==> src/rtl/fpu_wb_merge.sv <==
// Merges late FPU writebacks with the main-pipe writeback onto the single register-file write port.
// Queue forwarding to decode is built only when WB_MERGE_FWD_EN is defined.
module fpu_wb_merge #(
    parameter int PC_LEN = 17,
    parameter int DEPTH  = 4
) (
    input  logic                     clk,
    input  logic                     rstN,
    input  logic                     RegWrite_pipe,
    input  logic [5:0]               RdW_pipe,
    input  logic [31:0]              ResultW_pipe,
    input  logic [PC_LEN-3:0]        PCW_pipe,
    input  logic                     RegWrite_fpu,
    input  logic [5:0]               RdW_fpu,
    input  logic [31:0]              ResultW_fpu,
    input  logic [PC_LEN-3:0]        PCW_fpu,
    input  logic [5:0]               Rs1D,
    input  logic [5:0]               Rs2D,
    output logic                     RegWriteRF,
    output logic [5:0]               RdRF,
    output logic [31:0]              ResultRF,
    output logic [PC_LEN-3:0]        PCRF,
    output logic                     fwd_hit1,
    output logic                     fwd_hit2,
    output logic [31:0]              fwd_data1,
    output logic [31:0]              fwd_data2,
    output logic                     full,
    output logic                     overflow,
    output logic [$clog2(DEPTH):0]   count
);
    localparam int AW = $clog2(DEPTH);
    localparam int CW = AW + 1;

    if (DEPTH < 2 || (DEPTH & (DEPTH - 1)) != 0) begin : g_depth_check
        $error("fpu_wb_merge: DEPTH must be a power of two, at least 2");
    end

    logic [5:0]        q_rd   [DEPTH];
    logic [31:0]       q_data [DEPTH];
    logic [PC_LEN-3:0] q_pc   [DEPTH];
    logic [DEPTH-1:0]  q_live;
    logic [AW-1:0]     head;
    logic [AW-1:0]     tail;

    logic              pipe_acc;
    logic              fpu_acc;
    logic              push;
    logic              pop;
    logic              push_ok;
    logic              wr_en;
    logic [5:0]        wr_rd;
    logic [31:0]       wr_data;
    logic [PC_LEN-3:0] wr_pc;

    assign pipe_acc = RegWrite_pipe && (RdW_pipe != 6'd0);
    assign fpu_acc  = RegWrite_fpu && (RdW_fpu != 6'd0);

    // Pipe owns the port; otherwise the queue drains before any direct FPU write.
    always_comb begin
        wr_en   = 1'b0;
        wr_rd   = '0;
        wr_data = '0;
        wr_pc   = '0;
        push    = 1'b0;
        pop     = 1'b0;
        if (pipe_acc) begin
            wr_en   = 1'b1;
            wr_rd   = RdW_pipe;
            wr_data = ResultW_pipe;
            wr_pc   = PCW_pipe;
            push    = fpu_acc && (RdW_fpu != RdW_pipe);
        end else if (count != '0) begin
            pop  = 1'b1;
            push = fpu_acc;
            if (q_live[head]) begin
                wr_en   = 1'b1;
                wr_rd   = q_rd[head];
                wr_data = q_data[head];
                wr_pc   = q_pc[head];
            end
        end else if (fpu_acc) begin
            wr_en   = 1'b1;
            wr_rd   = RdW_fpu;
            wr_data = ResultW_fpu;
            wr_pc   = PCW_fpu;
        end
    end

    assign push_ok = push && ((count != CW'(DEPTH)) || pop);
    assign full    = (count >= CW'(DEPTH - 1));

    always_ff @(posedge clk or negedge rstN) begin
        if (!rstN) begin
            RegWriteRF <= 1'b0;
            RdRF       <= '0;
            ResultRF   <= '0;
            PCRF       <= '0;
        end else begin
            RegWriteRF <= wr_en;
            RdRF       <= wr_rd;
            ResultRF   <= wr_data;
            PCRF       <= wr_pc;
        end
    end

    always_ff @(posedge clk or negedge rstN) begin
        if (!rstN) begin
            q_live   <= '0;
            head     <= '0;
            tail     <= '0;
            count    <= '0;
            overflow <= 1'b0;
        end else begin
            for (int i = 0; i < DEPTH; i++) begin
                if (pipe_acc && q_live[i] && (q_rd[i] == RdW_pipe)) begin
                    q_live[i] <= 1'b0;
                end
            end
            if (pop) begin
                q_live[head] <= 1'b0;
                head         <= head + 1'b1;
            end
            // Ordered after the pop so a full queue popping and pushing the same slot keeps the new entry.
            if (push_ok) begin
                q_live[tail] <= 1'b1;
                tail         <= tail + 1'b1;
            end
            if (push && !push_ok) begin
                overflow <= 1'b1;
            end
            count <= count + CW'(push_ok) - CW'(pop);
        end
    end

    always_ff @(posedge clk) begin
        if (push_ok) begin
            q_rd[tail]   <= RdW_fpu;
            q_data[tail] <= ResultW_fpu;
            q_pc[tail]   <= PCW_fpu;
        end
    end

`ifdef WB_MERGE_FWD_EN
    logic [AW-1:0] fwd_idx;

    // Scan oldest to youngest so the last match wins.
    always_comb begin
        fwd_hit1  = 1'b0;
        fwd_hit2  = 1'b0;
        fwd_data1 = '0;
        fwd_data2 = '0;
        fwd_idx   = '0;
        for (int i = 0; i < DEPTH; i++) begin
            fwd_idx = head + AW'(i);
            if (q_live[fwd_idx] && (Rs1D != 6'd0) && (q_rd[fwd_idx] == Rs1D)) begin
                fwd_hit1  = 1'b1;
                fwd_data1 = q_data[fwd_idx];
            end
            if (q_live[fwd_idx] && (Rs2D != 6'd0) && (q_rd[fwd_idx] == Rs2D)) begin
                fwd_hit2  = 1'b1;
                fwd_data2 = q_data[fwd_idx];
            end
        end
    end
`else
    logic unused_fwd;

    assign unused_fwd = ^{Rs1D, Rs2D};
    assign fwd_hit1   = 1'b0;
    assign fwd_hit2   = 1'b0;
    assign fwd_data1  = '0;
    assign fwd_data2  = '0;
`endif

endmodule

==> config.mk <==
export PLATFORM = sky130hd
export DESIGN_NAME = fpu_wb_merge
export DESIGN_NICKNAME = d
export VERILOG_FILES = /design/src/rtl/fpu_wb_merge.sv
export SDC_FILE = /design/constraint.sdc
export NUM_CORES = 1
export LEC_CHECK = 0
export BUFFER_PORTS_ARGS = -buffer_cell sky130_fd_sc_hd__buf_2
export CORE_AREA = 2 2 168 170
export DETAILED_ROUTE_END_ITERATION = 10
export DIE_AREA = 0 0 170 172
export PLACE_DENSITY_LB_ADDON = 0.12
export SYNTH_ARGS = -nofsm -noshare
export SYNTH_HDL_FRONTEND = slang
export SYNTH_SLANG_ARGS = --single-unit
==> constraint.sdc <==
create_clock -name clk -period 2.75 [get_ports clk]
set_clock_uncertainty 0.1 [all_clocks]
set_input_delay 0.4125 -clock clk [delete_from_list [all_inputs] [get_ports clk]]
set_output_delay 0.4125 -clock clk [all_outputs]
set_load 0.02 [all_outputs]
==> reports/results.env <==
RSZ0062_AT_GRT='false'
POWER.DENSITY_nW_PER_UM2=1024
MAX_SLEW.WORST_PIN.SLEW_NS=1.258
FINALHOLDVIOLATIONS=0
REQUIRED_NS=3.09
FMAX_MHz=380.7
VIAS_PER_STD_CELL=5.156
INITIAL_CORE_UTIL=0.4242
HOLD_PATH.CLASS='primary input to flop'
IO_BUFFER_COUNT=168
SYNTH.DISTINCT_CELLS=34
POSTLAYOUTCOREUTIL=0.5443
POST_ROUTE_CELLS_DRIVE_ABOVE_1_SHARE=0.3366
LIBRARY_CELL_APPEARING_MOST_OFTEN_ON_THE_CRITICAL_PATH='inv_2'
VIAS=6991
CTSHTREEMAXLEVEL=1
INSERTION_DELAY_NS=0.55
SETUP.WORST_PATH.START_CLASS='primary input'
CP_TOP_FAMILY='buffers and inverters'
DIE_WIDTH_UM=170
CRIT_START='RdW_fpu[3]'
FLOORPLAN.CORE_AREA_UM2=27480
CP_MAX_STAGE_DELAY_NS=0.54
TRITONCTS_CLOCK_TREE='built'
GRT_PASS1_VIAS=7216
SYNTH_REGISTER_BITS=278
P_COMB_FRAC=0.339
CTS_SETUP_BUFFERS=0
PLACEMENT.CELL_AREA_UM2=13020
POSTSYNTHAREAPERCELL_UM2=16.58
NUM_ANTENNA_CELLS=0
HOLD_WS_NS=0.01973
FINALWIRELENGTH_UM=27110
BOUNDARY_PINS=247
STATUS='finished, final reports clean'
GRT_MAX_DEGREE=57
NUM_ROWS=61
WORSTPATHBUFFERINVERTERCOUNT=6
MET2ROUTEDLENGTH_UM=13620
DRT_FIRST_ITER_VIOLATIONS=420
SETUP_CRIT_END_KIND='flop'
WORSTPATHARRIVAL_NS=2.97
N_FILL_CELL=2253
CTS_INSERTED_BUFFERS=30
ROUTEDLENGTHMET1_UM=11450
WORST_PATH_CELL_WITH_THE_LONGEST_STAGE_DELAY='dlygate4sd3_1'
GRT_PASS1_WL_UM=41140
PLACED_CELLS_INCL_TAPS=1213
CTS.SINK_COUNT=278
LAST_WEIGHTED_CONGESTION_VALUE_OF_THE_ROUTABILITY_DRIVEN_PLACER=0.7586
SYNTH_AREA_UM2=11660
GR-USAGE-ALL-LAYERS=0.1840
DIEHEIGHT_UM=172
SYNTH_CELLS=703
STDCELL_COUNT=1356
IR_DROP_mV=0.7036
SETUP_VIOLATIONS=0
FINAL_CYCLE_SHARE=0.9551
CRITICAL_PATH.REG2REG.STARTPOINT='count[1]'
P_SWITCHING_W=0.004938
MULTI_INPUT_COMB_AREA_UM2=3186
SEQUENTIAL_CELL_AREA_FRACTION_IN_THE_YOSYS_REPORT=0.6878
DIE_AREA_UM2=29240
DR.PASS1.ITERS=4
CRITICAL_PATH.MAX_FANOUT=3
POWER.SHARE.SWITCHING=0.3225
LIST_OF_CELLS_TRAVERSED_BY_THE_CRITICAL_PATH='dlygate4sd3_1 > buf_2 > or4_1 > o31ai_4 > a211oi_2 > inv_2 > ha_4 > inv_2 > ha_4 > inv_2 > fa_2 > inv_1'
SLEW_VIOL_FINAL=0
DRV_CAP=0
INTERNAL_POWER_COMPONENT_W=0.01038
DRC=0
POWER_FRAC_SEQ=0.385
CTSLONGESTPATHBUFFERS=3
P_LEAK_nW=5.712
FINAL-SEQ-AREA_UM2=8023
TOTAL_CONGESTION_OVERFLOW=0
DETAILED_PLACE_HPWL_UM=16550
CLKPWRFRAC=0.277
CLOCK-ROOT-BUFFER='clkbuf_16'
DETAIL_ROUTE.WL_PER_CELL_UM=19.99
DRT.ANTENNA.VIOLATING_NETS=0
WORST-SETUP-PATH-TYPE='primary input to flop'
HOLD_PATH_STARTPOINT='PCW_fpu[13]'
WL_MET3_UM=1593
TOP_SIGNAL_LAYER_USED='met4'
FIN_CRIT_NS=2.627
RELSLEWSLACK=0.1606
CLKTRANSATPATHREGS_NS=0.06
NUM-NETS-FINAL=1120
ANTENNA_FOUND_INITIAL=0
SYN2LAYOUT_AREA_GROWTH_PCT=28.31
FINAL_DESIGN_AREA_NO_FILL_UM2=14960
SYNTH_WARNINGS=0
[cells in the final DEF (no fill, tap or decap), drive strengths merged]
| cell | Yosys | layout |
|---|---|---|
| mux2 | 1 | 1 |
| xor2 | 20 | 20 |
| a32oi | 53 | 53 |
| clkinvlp | 0 | 4 |
| edfxtp | 212 | 212 |
| nand2 | 61 | 61 |
| o31a | 1 | 1 |
| a211oi | 1 | 1 |
| conb | 1 | 66 |
| and3 | 1 | 1 |
| xnor2 | 13 | 13 |
| or4 | 2 | 2 |
| dfrtp | 66 | 66 |
| and2 | 4 | 4 |
| bufinv | 0 | 5 |
| mux4 | 54 | 54 |
| fa | 1 | 1 |
| mux2i | 1 | 1 |
| a211o | 1 | 1 |
| a21oi | 1 | 1 |
| buf | 78 | 214 |
| nand4 | 4 | 4 |
| clkinv | 0 | 11 |
| ha | 11 | 11 |
| a32o | 4 | 4 |
| o41ai | 1 | 1 |
| nor4 | 5 | 5 |
| o21ai | 55 | 55 |
| nor2 | 2 | 3 |
| clkbuf | 37 | 35 |
| dlygate4sd3 | 0 | 86 |
| o31ai | 2 | 2 |
| inv | 10 | 11 |
[cell usage after synthesis]
| master | number | share of area |
|---|---|---|
| nand2_1 | 61 | 0.020 |
| dfrtp_1 | 66 | 0.14 |
| o31ai_1 | 1 | 0.00064 |
| xor2_1 | 20 | 0.015 |
| o21ai_0 | 55 | 0.024 |
| nand4_1 | 4 | 0.0021 |
| and3_1 | 1 | 0.00054 |
| and2_1 | 4 | 0.0021 |
| nor2_1 | 2 | 0.00064 |
| a211oi_2 | 1 | 0.0011 |
| ha_1 | 11 | 0.012 |
| or4_4 | 1 | 0.00097 |
| mux4_2 | 54 | 0.10 |
| or4_1 | 1 | 0.00064 |
| buf_4 | 67 | 0.043 |
| a21oi_2 | 1 | 0.00075 |
| conb_1 | 1 | 0.00032 |
| o31a_1 | 1 | 0.00075 |
| a211o_1 | 1 | 0.00075 |
| a32oi_1 | 53 | 0.040 |
| inv_1 | 10 | 0.0032 |
| mux2_2 | 1 | 0.00097 |
| nor4_1 | 5 | 0.0027 |
| a32o_1 | 4 | 0.0034 |
| mux2i_1 | 1 | 0.00086 |
| fa_1 | 1 | 0.0017 |
| clkbuf_1 | 37 | 0.012 |
| buf_6 | 3 | 0.0029 |
| edfxtp_1 | 212 | 0.55 |
| buf_1 | 1 | 0.00032 |
| xnor2_1 | 13 | 0.0098 |
| o41ai_1 | 1 | 0.00075 |
| buf_2 | 7 | 0.0030 |
| o31ai_4 | 1 | 0.0018 |
[repair_timing]
action,4_1_cts,5_1_grt
hold endpoints to repair,230,16
hold buffers,82,4
resized for setup,0,0
setup endpoints to repair,0,19
[registers in the layout, summed over array words and instances, names as in the netlist]
| name | count |
|---|---|
| PCRF | 15 |
| RdRF | 6 |
| RegWriteRF | 1 |
| ResultRF | 32 |
| count | 3 |
| head | 2 |
| overflow | 1 |
| q_data | 128 |
| q_live | 4 |
| q_pc | 60 |
| q_rd | 24 |
| tail | 2 |
[power groups by stage]
stage	Combinational (W)	Clock [W]	Sequential [W]
final	0.00519	0.00424	0.00589
after global routing	0.00559	0.00451	0.00598
after global placement	0.00509	0	0.00593
after detailed placement	0.00515	0	0.00597
after floorplan	0.00295	0	0.00634
after CTS	0.00526	0.00433	0.00590
[final timing paths]
check	to	slack, ns	cells after the start
min in group asynchronous	ResultRF[0]	0.39	2
worst min-delay path	q_pc[3][13]	0.02	1
worst max-delay path	count[1]	0.12	12
worst max register to register	RdRF[3]	0.47	5
max in group asynchronous	ResultRF[7]	1.46	3
worst min register to register	overflow	0.37	2
[kinds of logic after synthesis]
logic type,share of synthesized area
and+or+nand+nor,0.02941
other,0.0003217
buffers and inverters,0.06451
DFF,0.6878
adders and majority gates,0.01353
xor gates and xnor gates,0.02480
muxes,0.1062
AOI/OAI and AO/OA,0.07342
[area by class of cell]
cell class / count / area share
Multi-Input combinational cell: 366 / 0.2130
Tap cell: 346 / 0.02895
Timing Repair Buffer: 300 / 0.1479
Inverter: 10 / 0.002510
Sequential cell: 278 / 0.5364
Clock buffer: 35 / 0.05354
Clock inverter: 21 / 0.01765
[per-stage QoR]
step / TNS, ns / total power (W) / setup WS, ns
floorplan: -34.99 / 0.009289 / -0.3856
global placement: -24.02 / 0.01102 / -0.2965
detailed placement: -32.62 / 0.01112 / -0.3355
CTS: 0 / 0.01549 / 0.01073
global route: 0 / 0.01609 / 0.08433
finish: 0 / 0.01532 / 0.1234
[layer usage]
layer / GRT usage / vias to the layer above
met5: 0 / -
met4: 0.04608 / 0
met3: 0.02953 / 31
met2: 0.3242 / 243
met1: 0.2403 / 3547
li1: - / 3170
Power figures use the tool's default switching activity.
